[config.mk]
export PLATFORM = sky130hd
export DESIGN_NAME = fpu_sub_seq
export DESIGN_NICKNAME = d
export VERILOG_FILES = /design/src/rtl/fpu_pkg.sv /design/src/rtl/fp_round_pack.sv /design/src/rtl/fpu_sub_seq.sv
export SDC_FILE = /design/constraint.sdc
export NUM_CORES = 1
export LEC_CHECK = 0
export BUFFER_PORTS_ARGS = -buffer_cell sky130_fd_sc_hd__buf_2
export CAP_MARGIN = 20
export CORE_ASPECT_RATIO = 0.5
export CORE_UTILIZATION = 25
export DETAILED_ROUTE_END_ITERATION = 10
export GPL_TIMING_DRIVEN = 0
export HOLD_SLACK_MARGIN = 0.15
export PLACE_DENSITY = 0.43
export SETUP_SLACK_MARGIN = 0.1
export SYNTH_ARGS = -nofsm -noshare
export SYNTH_HDL_FRONTEND = slang
export SYNTH_SLANG_ARGS = --single-unit
[constraint.sdc]
create_clock -name clk -period 13 [get_ports clk]
set_input_delay 1.95 -clock clk [delete_from_list [all_inputs] [get_ports clk]]
set_output_delay 1.95 -clock clk [all_outputs]
set_load 0.1 [all_outputs]
[src/rtl/fpu_pkg.sv]
// Shared FPU definitions: format widths, canonical special values, sequencer states.
package fpu_pkg;

    localparam int SGL_EXP_W  = 8;
    localparam int SGL_FRAC_W = 23;
    localparam int SGL_BIAS   = 127;
    localparam int DBL_EXP_W  = 11;
    localparam int DBL_FRAC_W = 52;
    localparam int DBL_BIAS   = 1023;

    localparam int SGL_EXP_MAX = 2 * SGL_BIAS + 1;
    localparam int DBL_EXP_MAX = 2 * DBL_BIAS + 1;

    // Working mantissa: hidden bit, fraction, then guard/round/sticky in bits 2..0.
    localparam int EXP_W   = 12;
    localparam int MANT_W  = DBL_FRAC_W + 4;
    localparam int SGL_HID = SGL_FRAC_W + 3;
    localparam int DBL_HID = DBL_FRAC_W + 3;

    localparam int SGL_ALIGN_CAP_DEF = 26;
    localparam int DBL_ALIGN_CAP_DEF = 55;

    localparam logic [63:0] SGL_QNAN = 64'h0000_0000_7FC0_0000;
    localparam logic [63:0] DBL_QNAN = 64'h7FF8_0000_0000_0000;
    localparam logic [63:0] SGL_INF  = 64'h0000_0000_7F80_0000;
    localparam logic [63:0] DBL_INF  = 64'h7FF0_0000_0000_0000;

    typedef enum logic [2:0] {
        ST_IDLE,
        ST_UNPACK,
        ST_ALIGN,
        ST_SUB,
        ST_NORM,
        ST_ROUND,
        ST_DONE
    } state_t;

    function automatic logic [63:0] inf_word(input logic s, input logic dbl);
        return dbl ? (DBL_INF | {s, 63'd0}) : (SGL_INF | {32'd0, s, 31'd0});
    endfunction

    function automatic logic [63:0] zero_word(input logic s, input logic dbl);
        return dbl ? {s, 63'd0} : {32'd0, s, 31'd0};
    endfunction

endpackage

[src/rtl/fp_round_pack.sv]
// Round-to-nearest-even and pack a normalized mantissa with G/R/S into an IEEE word.
module fp_round_pack
    import fpu_pkg::*;
(
    input  logic              sign,
    input  logic [EXP_W-1:0]  exp,
    input  logic [MANT_W-1:0] mant,
    input  logic              double,
    output logic [63:0]       word
);

    logic                  rnd;
    logic [SGL_FRAC_W+1:0] sig_s;
    logic [DBL_FRAC_W+1:0] sig_d;
    logic [SGL_FRAC_W-1:0] frac_s;
    logic [DBL_FRAC_W-1:0] frac_d;
    logic [EXP_W-1:0]      exp_s;
    logic [EXP_W-1:0]      exp_d;

    // G/R/S and the result LSB sit at the same bit positions for both formats.
    assign rnd = mant[2] & (mant[1] | mant[0] | mant[3]);

    always_comb begin
        sig_s  = {1'b0, mant[SGL_HID:3]} + (SGL_FRAC_W+2)'(rnd);
        sig_d  = {1'b0, mant[DBL_HID:3]} + (DBL_FRAC_W+2)'(rnd);
        frac_s = sig_s[SGL_FRAC_W+1] ? sig_s[SGL_FRAC_W:1] : sig_s[SGL_FRAC_W-1:0];
        frac_d = sig_d[DBL_FRAC_W+1] ? sig_d[DBL_FRAC_W:1] : sig_d[DBL_FRAC_W-1:0];
        exp_s  = exp + EXP_W'(sig_s[SGL_FRAC_W+1]);
        exp_d  = exp + EXP_W'(sig_d[DBL_FRAC_W+1]);

        if (double) begin
            if (exp_d >= EXP_W'(DBL_EXP_MAX))
                word = inf_word(sign, 1'b1);
            else
                word = {sign, exp_d[DBL_EXP_W-1:0], frac_d};
        end else begin
            if (exp_s >= EXP_W'(SGL_EXP_MAX))
                word = inf_word(sign, 1'b0);
            else
                word = {32'd0, sign, exp_s[SGL_EXP_W-1:0], frac_s};
        end
    end

endmodule

[src/rtl/fpu_sub_seq.sv]
// Multicycle single/double subtractor (a - b) with bit-serial align and normalize.
module fpu_sub_seq
    import fpu_pkg::*;
#(
    parameter int SGL_ALIGN_CAP = SGL_ALIGN_CAP_DEF,
    parameter int DBL_ALIGN_CAP = DBL_ALIGN_CAP_DEF
) (
    input  logic        clk,
    input  logic        reset,
    input  logic        start,
    input  logic        double,
    input  logic [63:0] a,
    input  logic [63:0] b,
    output logic        busy,
    output logic        done,
    output logic [63:0] result
);

    state_t            state;
    logic              dbl_q;
    logic [63:0]       a_q;
    logic [63:0]       b_q;
    logic              sx;
    logic              sy;
    logic              rs;
    logic [EXP_W-1:0]  re;
    logic [MANT_W-1:0] mx;
    logic [MANT_W-1:0] my;
    logic [EXP_W-1:0]  cnt;
    logic              collapse;

    logic              sa, sb, fa_nz, fb_nz;
    logic [EXP_W-1:0]  ea, eb, emax;
    logic [MANT_W-1:0] ma, mb;
    logic              nan_a, nan_b, inf_a, inf_b;

    // Unpack decode; b's sign is flipped so the rest of the datapath is an adder.
    always_comb begin
        if (dbl_q) begin
            sa    = a_q[63];
            sb    = ~b_q[63];
            ea    = EXP_W'(a_q[62:52]);
            eb    = EXP_W'(b_q[62:52]);
            fa_nz = |a_q[DBL_FRAC_W-1:0];
            fb_nz = |b_q[DBL_FRAC_W-1:0];
            ma    = {1'b1, a_q[DBL_FRAC_W-1:0], 3'b000};
            mb    = {1'b1, b_q[DBL_FRAC_W-1:0], 3'b000};
            emax  = EXP_W'(DBL_EXP_MAX);
        end else begin
            sa    = a_q[31];
            sb    = ~b_q[31];
            ea    = EXP_W'(a_q[30:23]);
            eb    = EXP_W'(b_q[30:23]);
            fa_nz = |a_q[SGL_FRAC_W-1:0];
            fb_nz = |b_q[SGL_FRAC_W-1:0];
            ma    = {29'd0, 1'b1, a_q[SGL_FRAC_W-1:0], 3'b000};
            mb    = {29'd0, 1'b1, b_q[SGL_FRAC_W-1:0], 3'b000};
            emax  = EXP_W'(SGL_EXP_MAX);
        end
        if (ea == '0) ma = '0;
        if (eb == '0) mb = '0;
        nan_a = (ea == emax) && fa_nz;
        nan_b = (eb == emax) && fb_nz;
        inf_a = (ea == emax) && !fa_nz;
        inf_b = (eb == emax) && !fb_nz;
    end

    logic             a_big;
    logic [EXP_W-1:0] d;
    logic [EXP_W-1:0] cap;
    logic             special;
    logic [63:0]      special_word;

    assign a_big = (ea >= eb);
    assign d     = a_big ? (ea - eb) : (eb - ea);
    assign cap   = dbl_q ? EXP_W'(DBL_ALIGN_CAP) : EXP_W'(SGL_ALIGN_CAP);

    always_comb begin
        special      = 1'b1;
        special_word = '0;
        if (nan_a || nan_b || (inf_a && inf_b && (sa != sb)))
            special_word = dbl_q ? DBL_QNAN : SGL_QNAN;
        else if (inf_a)
            special_word = inf_word(sa, dbl_q);
        else if (inf_b)
            special_word = inf_word(sb, dbl_q);
        else
            special = 1'b0;
    end

    logic [MANT_W-1:0] align_m;
    assign align_m = collapse ? MANT_W'(|my)
                              : ({1'b0, my[MANT_W-1:1]} | MANT_W'(my[0]));

    logic [MANT_W:0]   sum_w;
    logic              sub_s, sub_carry, sub_hid, sub_zero;
    logic [MANT_W-1:0] sub_m;
    logic [EXP_W-1:0]  sub_e;

    // Add/subtract magnitudes; a carry-out is folded back with sticky in the same cycle.
    always_comb begin
        if (sx == sy) begin
            sum_w = {1'b0, mx} + {1'b0, my};
            sub_s = sx;
        end else if (mx >= my) begin
            sum_w = {1'b0, mx - my};
            sub_s = sx;
        end else begin
            sum_w = {1'b0, my - mx};
            sub_s = sy;
        end
        sub_zero  = (sum_w == '0);
        sub_carry = dbl_q ? sum_w[MANT_W] : sum_w[SGL_HID+1];
        if (sub_carry) begin
            sub_m = sum_w[MANT_W:1] | MANT_W'(sum_w[0]);
            sub_e = re + 1'b1;
        end else begin
            sub_m = sum_w[MANT_W-1:0];
            sub_e = re;
        end
        sub_hid = dbl_q ? sub_m[DBL_HID] : sub_m[SGL_HID];
    end

    logic [MANT_W-1:0] norm_m;
    logic              norm_hid;
    logic              norm_flush;
    logic [63:0]       rnd_word;

    assign norm_m     = mx << 1;
    assign norm_hid   = dbl_q ? norm_m[DBL_HID] : norm_m[SGL_HID];
    assign norm_flush = (re <= EXP_W'(1));

    fp_round_pack u_round_pack (
        .sign   (rs),
        .exp    (re),
        .mant   (mx),
        .double (dbl_q),
        .word   (rnd_word)
    );

    always_ff @(posedge clk or posedge reset) begin
        if (reset) begin
            state    <= ST_IDLE;
            busy     <= 1'b0;
            done     <= 1'b0;
            result   <= '0;
            cnt      <= '0;
            collapse <= 1'b0;
        end else begin
            done <= 1'b0;
            case (state)
                ST_IDLE: begin
                    if (start) begin
                        state <= ST_UNPACK;
                        busy  <= 1'b1;
                    end
                end
                ST_UNPACK: begin
                    cnt      <= d;
                    collapse <= (d > cap);
                    if (special) begin
                        result <= special_word;
                        done   <= 1'b1;
                        state  <= ST_DONE;
                    end else if (d != '0) begin
                        state <= ST_ALIGN;
                    end else begin
                        state <= ST_SUB;
                    end
                end
                ST_ALIGN: begin
                    cnt <= cnt - 1'b1;
                    if (collapse || cnt == EXP_W'(1))
                        state <= ST_SUB;
                end
                ST_SUB: begin
                    if (sub_zero) begin
                        result <= '0;
                        done   <= 1'b1;
                        state  <= ST_DONE;
                    end else if (sub_hid) begin
                        state <= ST_ROUND;
                    end else begin
                        state <= ST_NORM;
                    end
                end
                ST_NORM: begin
                    if (norm_flush) begin
                        result <= zero_word(rs, dbl_q);
                        done   <= 1'b1;
                        state  <= ST_DONE;
                    end else if (norm_hid) begin
                        state <= ST_ROUND;
                    end
                end
                ST_ROUND: begin
                    result <= rnd_word;
                    done   <= 1'b1;
                    state  <= ST_DONE;
                end
                ST_DONE: begin
                    busy  <= 1'b0;
                    state <= ST_IDLE;
                end
                default: state <= ST_IDLE;
            endcase
        end
    end

    // Operand datapath carries no reset; it is always reloaded before use.
    always_ff @(posedge clk) begin
        case (state)
            ST_IDLE: begin
                if (start) begin
                    dbl_q <= double;
                    a_q   <= a;
                    b_q   <= b;
                end
            end
            ST_UNPACK: begin
                if (a_big) begin
                    sx <= sa;
                    sy <= sb;
                    re <= ea;
                    mx <= ma;
                    my <= mb;
                end else begin
                    sx <= sb;
                    sy <= sa;
                    re <= eb;
                    mx <= mb;
                    my <= ma;
                end
            end
            ST_ALIGN: my <= align_m;
            ST_SUB: begin
                rs <= sub_s;
                re <= sub_e;
                mx <= sub_m;
            end
            ST_NORM: begin
                if (!norm_flush) begin
                    mx <= norm_m;
                    re <= re - 1'b1;
                end
            end
            default: ;
        endcase
    end

endmodule
# ---- After elaboration in Yosys (flattened, before gate mapping)
# Index checks and enable logic that the tools add are counted.
dict set report word_totals {
  ff_bits 338
  latchBits 0
  ram_bits 0
  mem_bits_ro 0
  output_inout_bits 66
  word_cells 158
  n_memories 0
}
dict set report op_classes {
  addsub 12
  n_mul 0
  div_mod_pow 0
  order_cmp 6
  n_eq_ne 19
  n_shift 0
  mux 68
  bitwise_logic 7
  reduce_logical 31
}
# operator count
set ops {}
lappend ops {{64-bit 2-to-1 mux} 10}
lappend ops {{56-bit 2-to-1 mux} 9}
lappend ops {{64-bit one-hot mux with 4 select lines} 1}
lappend ops {{56-bit one-hot mux with 3 select lines} 1}
lappend ops {{63-bit 2-to-1 mux} 2}
lappend ops {{56-bit one-hot mux with 2 select lines} 1}
lappend ops {{56-bit subtractor} 2}
lappend ops {{52-bit OR reduction} 2}
lappend ops {{56-bit by 56-bit adder with 57-bit output} 1}
lappend ops {{57-bit zero test} 1}
lappend ops {{57-bit 2-to-1 mux} 1}
lappend ops {{56-bit >= comparator} 1}
lappend ops {{56-bit by 1-bit OR with 56-bit output} 1}
lappend ops {{56-bit OR reduction} 1}
lappend ops {{55-bit 2-to-1 mux} 1}
lappend ops {{55-bit by 1-bit OR with 55-bit output} 1}
lappend ops {{53-bit by 1-bit adder with 54-bit output} 1}
lappend ops {{52-bit 2-to-1 mux} 1}
lappend ops {{12-bit 2-to-1 mux} 4}
lappend ops {{23-bit OR reduction} 2}
lappend ops {{12-bit one-hot mux with 3 select lines} 1}
lappend ops {{11-bit 2-to-1 mux} 3}
lappend ops {{31-bit 2-to-1 mux} 1}
lappend ops {{24-bit by 1-bit adder with 25-bit output} 1}
lappend ops {{other kinds (42)} 93}

# ---- Logic depth before layout (Yosys ltp)
dict set report depth {
  word_depth 10
  depth_mapped 26
  depth_no_buf 22
}

# ---- Hierarchy
# From an unflattened synthesis, not the netlist that was laid out.
dict set report hier_totals {
  hier_cells 3678
  hier_area_um2 30254.0
}
# mod n_inst cells_per_inst area_each_um2 seq_area_each_um2
set by_module_without_submodules {}
lappend by_module_without_submodules {fpu_sub_seq 1 3295 27921.8 9739.3}
lappend by_module_without_submodules {fp_round_pack 1 383 2332.2 0.0}

# ---- Worst setup path before layout
# Ideal clock, no wire load.
dict set report synth_timing {
  path_kind {input to register}
  startpoint {input start}
  endpoint {register a_q[0] (enable)}
  arrival_ns 10.711
  slack_ns 1.513
  cell_stages 2
  cell_sequence {nand2_1 -> nor3_1}
}
dict set report synth_between {
  elab_chain_cells 1
}
# item line
set synth_lines {}
lappend synth_lines {{from (decl)} fpu_sub_seq.sv:10} ;# input logic start,
lappend synth_lines {{2-bit AND reduction (no source line)} -}
lappend synth_lines {{to (signal assigned)} fpu_sub_seq.sv:216} ;# a_q <= a;
lappend synth_lines {{to (decl)} fpu_sub_seq.sv:21} ;# logic [63:0] a_q;
# No other way between the ends.
# A chain may end at the register's enable or synchronous reset.

# ---- Final worst setup path
dict set report layout_timing {
  startpoint {register mx[5]}
  endpoint {register result[51]}
}
dict set report layout_between {
  elab_chain_cells 6
  elab_cells_between_ends 16
  classes_between {add/sub: 5; order compare: 2; eq/ne: 1; mux: 6; reduce/logical: 2}
}
# item line
set layout_lines {}
lappend layout_lines {{from (decl)} fpu_sub_seq.sv:27} ;# logic [MANT_W-1:0] mx;
lappend layout_lines {{from (signal assigned)} fpu_sub_seq.sv:225} ;# mx <= ma;
lappend layout_lines {{from (signal assigned)} fpu_sub_seq.sv:231} ;# mx <= mb;
lappend layout_lines {{from (signal assigned)} fpu_sub_seq.sv:239} ;# mx <= sub_m;
lappend layout_lines {{53-bit by 1-bit adder with 54-bit output, or another cell as far along} fp_round_pack.sv:25} ;# sig_d = {1'b0, mant[DBL_HID:3]} + (DBL_FRAC_W+2)'(rnd);
lappend layout_lines {{12-bit by 1-bit adder with 12-bit output / 56-bit 2-to-1 mux (equally long branches)} {fp_round_pack.sv:29, fpu_sub_seq.sv:105}}
lappend layout_lines {{12-bit by 11-bit >= comparator with 1-bit output / 57-bit 2-to-1 mux (equally long branches)} {fp_round_pack.sv:32, fpu_sub_seq.sv:102}}
lappend layout_lines {{63-bit 2-to-1 mux / 57-bit zero test (equally long branches)} {fp_round_pack.sv:32, fpu_sub_seq.sv:112}}
lappend layout_lines {{64-bit 2-to-1 mux / 2-bit != test (equally long branches)} -}
lappend layout_lines {{64-bit one-hot mux with 4 select lines / 4-bit AND reduction (equally long branches)} -}
lappend layout_lines {{to (signal assigned)} fpu_sub_seq.sv:162} ;# result <= special_word;
lappend layout_lines {{to (signal assigned)} fpu_sub_seq.sv:189} ;# result <= zero_word(rs, dbl_q);
lappend layout_lines {{to (signal assigned)} fpu_sub_seq.sv:197} ;# result <= rnd_word;
lappend layout_lines {{to (decl)} fpu_sub_seq.sv:16} ;# output logic [63:0] result
# Parallel ways exist; a longest one is shown, timed or not.

==> flow_summary.json <==
{
  "status": "finished, final reports clean",
  "setup_violations": 0,
  "coreArea_um2": 116000,
  "vias_per_cell": 5.93,
  "period_needed_ns": 9.14,
  "r2r_setup_slack_ns": 3.86,
  "boundaryPins": 198,
  "hold_ws_ns": 0.472,
  "cap_violations": 0,
  "htreeDepth": 2,
  "gp_congestion": 1.04,
  "cp_data_required_time_ns": 13.50,
  "worstHoldStart": "result[53]",
  "grt-busiest-layer": "met1",
  "start_kind": "register",
  "row_count": 88,
  "slowest_delay_ns": 0.84,
  "synth_mux_area_frac": 0.0304,
  "end_kind": "register",
  "initial_core_util": 0.255,
  "synth_xor_area_frac": 0.0375,
  "grt_max_degree": 62,
  "skew_ns": 0.0336,
  "nFillCells": 12700,
  "cts_buffer_depth": 3,
  "postCtsSetupBuffers": 0,
  "final_nets": 4201,
  "yosys.area.top_type": "edfxtp_1",
  "cts_buffers": 40,
  "rsz0062_at_grt": "no",
  "clock_sinks": 338,
  "gr-usage-met2": 0.380,
  "avgRoutedWirePerCell_um": 31.8,
  "hold_buffers": 0,
  "cp-startpoint": "mx[5]",
  "grt_use_met3": 0.0706,
  "hold_viol_final": 0,
  "overflow": 0,
  "hold_path.class": "reg2reg",
  "routed_wl_um": 174000,
  "ant_nets": 0,
  "worstSetupPathDepth": 27,
  "drc": 0,
  "synth_compound_area_frac": 0.262,
  "synth_edf_count": 256,
  "yosys.area_share.simple": 0.191,
  "grt_pass1_vias": 29900,
  "hpwl_um": 146000,
  "die_height_um": 246,
  "numPortBuffers": 197,
  "drive_gt1_frac": 0.101,
  "cp_common_cell": "clkbuf_1",
  "synth_cells": 3591,
  "ys_types": 92,
  "synth_ff_type": "edfxtp_1",
  "post_cts_resized": 0,
  "yosys_warnings": 0,
  "drv_slew": 0,
  "synth_top_area_share": 0.259,
  "grt_pass1_wl_um": 238000,
  "use_met1": 0.433,
  "arrival_ns": 9.64,
  "critical_path_class": "reg2reg",
  "worstMarginPinSlew_ns": 1.28,
  "cts_root_buffer": "clkbuf_16",
  "worst-path-buf-inv": 6,
  "syn-num-nets": 3937,
  "vias": 32400,
  "worstReg2RegEnd": "result[51]",
  "synthTopCellsByArea": "edfxtp_1 (26%), ha_1 (8.8%), dfrtp_1 (6.9%)",
  "antenna_found_initial": 9,
  "fmax_mhz": 109,
  "drt_iter0_markers": 4584,
  "die_x_um": 489,
  "clk_pin_slew_ns": 0.07,
  "fin_crit_sh": 0.703,
  "synth_fa_ha_area_frac": 0.0915,
  "dieArea_um2": 120000,
  "async_reset_ff_frac": 0.243,
  "cp_slowest_cell": "clkbuf_1",
  "syn_area_um2": 29700,
  "r2r_start": "mx[5]",
  "seq_area_frac_synth": 0.328,
  "grt_usage": 0.280,
  "syn_to_final_growth_pct": 15.6,
  "dr.pass1.iters": 8,
  "fin_tns_setup_ns": 0,
  "synth_top_family_by_area": "compound AO/OA/AOI/OAI gates",
  "cp-endpoint": "result[51]",
  "path_delay_family": "simple AND/OR/NAND/NOR gates",
  "cts_tree": "built",
  "slew_headroom": 0.150,
  "synth_seq_cells": 338,
  "syn_avg_cell_area_um2": 8.26,
  "crit_fanout": 10,
  "rr_worst_depth": 27,
  "clkLatencyLatePin_ns": 0.59
}
==> through the flow <==
step	util	cell area [µm²]	instances	worst slack, ns
after floorplan	-	29700	3591	1.51
after global placement	0.280	32600	5363	-2.72
after detailed placement	0.283	32900	5385	3.68
after CTS	0.294	34300	5458	3.60
after global routing	0.294	34300	5461	3.51
final	0.295	34300	5462	3.86
==> per-layer routing <==
| metal | vias to the layer above | share of wire |
|---|---|---|
| met1 | 16300 | 0.48 |
| met2 | 1893 | 0.39 |
| met5 | - | 0.00043 |
| met3 | 217 | 0.11 |
| met4 | 14 | 0.021 |
| li1 | 14000 | - |
==> state kept, by name, summed over array words and instances, names as in the netlist <==
| name | count |
|---|---|
| rs | 1 |
| sx | 1 |
| dbl_q | 1 |
| a_q | 64 |
| sy | 1 |
| re | 12 |
| collapse | 1 |
| mx | 56 |
| done | 1 |
| result | 64 |
| b_q | 64 |
| cnt | 12 |
| my | 56 |
| busy | 1 |
| state | 3 |
==> worst min path at each step <==
| stage | endpoint | slack (ns) | depth (start not counted) |
|---|---|---|---|
| after CTS | result[53] | 0.48 | 1 |
| final | result[53] | 0.47 | 1 |
| after detailed placement | result[53] | 0.46 | 1 |
| after floorplan | cnt[7] | 0.46 | 2 |
| after global placement | result[33] | 0.46 | 1 |
| after global routing | result[53] | 0.49 | 1 |
==> synth_stat cells, types with 12 or more instances <==
library cell and number:
nand4_1 76, a211o_1 12, nand2b_1 18, and2_1 18, a31oi_1 67, o21a_1 13
edfxtp_1 256, nand3_1 117, o211ai_1 36, mux2i_1 70, a21o_1 53, o2bb2ai_1 15
nor4_1 88, nor2b_1 57, o21bai_1 30, ha_1 209, and4_1 14, nor2_1 281
mux2_2 12, o221ai_1 66, xor2_1 16, xnor2_1 111, o21ai_1 14, inv_1 221
a211oi_1 26, nor3_1 76, a221oi_1 41, nand2_1 352, o22ai_1 16, or3_1 12
buf_1 23, and3_1 21, clkbuf_1 167, a21oi_1 322, o31ai_1 65, a22oi_1 38
buf_2 33, o21ai_0 264, or2_2 14, dfrtp_1 82
==> cells in the final DEF, fill, tap and decap left out, types with 76 or more instances in the layout <==
cell type  synthesis  final
a21oi_1          322    322
buf_2             33    236
clkbuf_1         167    172
dfrtp_1           82     82
edfxtp_1         256    256
ha_1             209    209
inv_1            221    219
nand2_1          352    352
nand3_1          117    117
nand4_1           76     76
nor2_1           281    281
nor4_1            88     88
o21ai_0          264    263
xnor2_1          111    111
==> logic make-up (layout without fill, tap and decap cells) <==
logic type / Yosys count / in the layout
other: 0 / 1
XOR/XNOR: 127 / 127
multiplexers: 88 / 88
AND/OR/NAND/NOR: 1177 / 1177
flip-flops: 338 / 338
AO/OA/AOI/OAI: 1194 / 1194
buffers and inverters: 453 / 748
adder cells (fa/ha/maj): 214 / 214
==> cell type report <==
type	count	area, µm²	area share
Antenna cell	1	2.50	0.0000729
Buffer	229	938	0.0274
Clock buffer	48	1070	0.0313
Clock inverter	25	290	0.00846
Inverter	224	846	0.0247
Multi-Input combinational cell	2800	18200	0.530
Sequential cell	338	9740	0.284
Tap cell	1575	1970	0.0574
Timing Repair Buffer	222	1260	0.0366
Power is left out: the tool's default activity adds up to more than one toggle a clock period on the data nets, which glitch-free logic cannot reach.
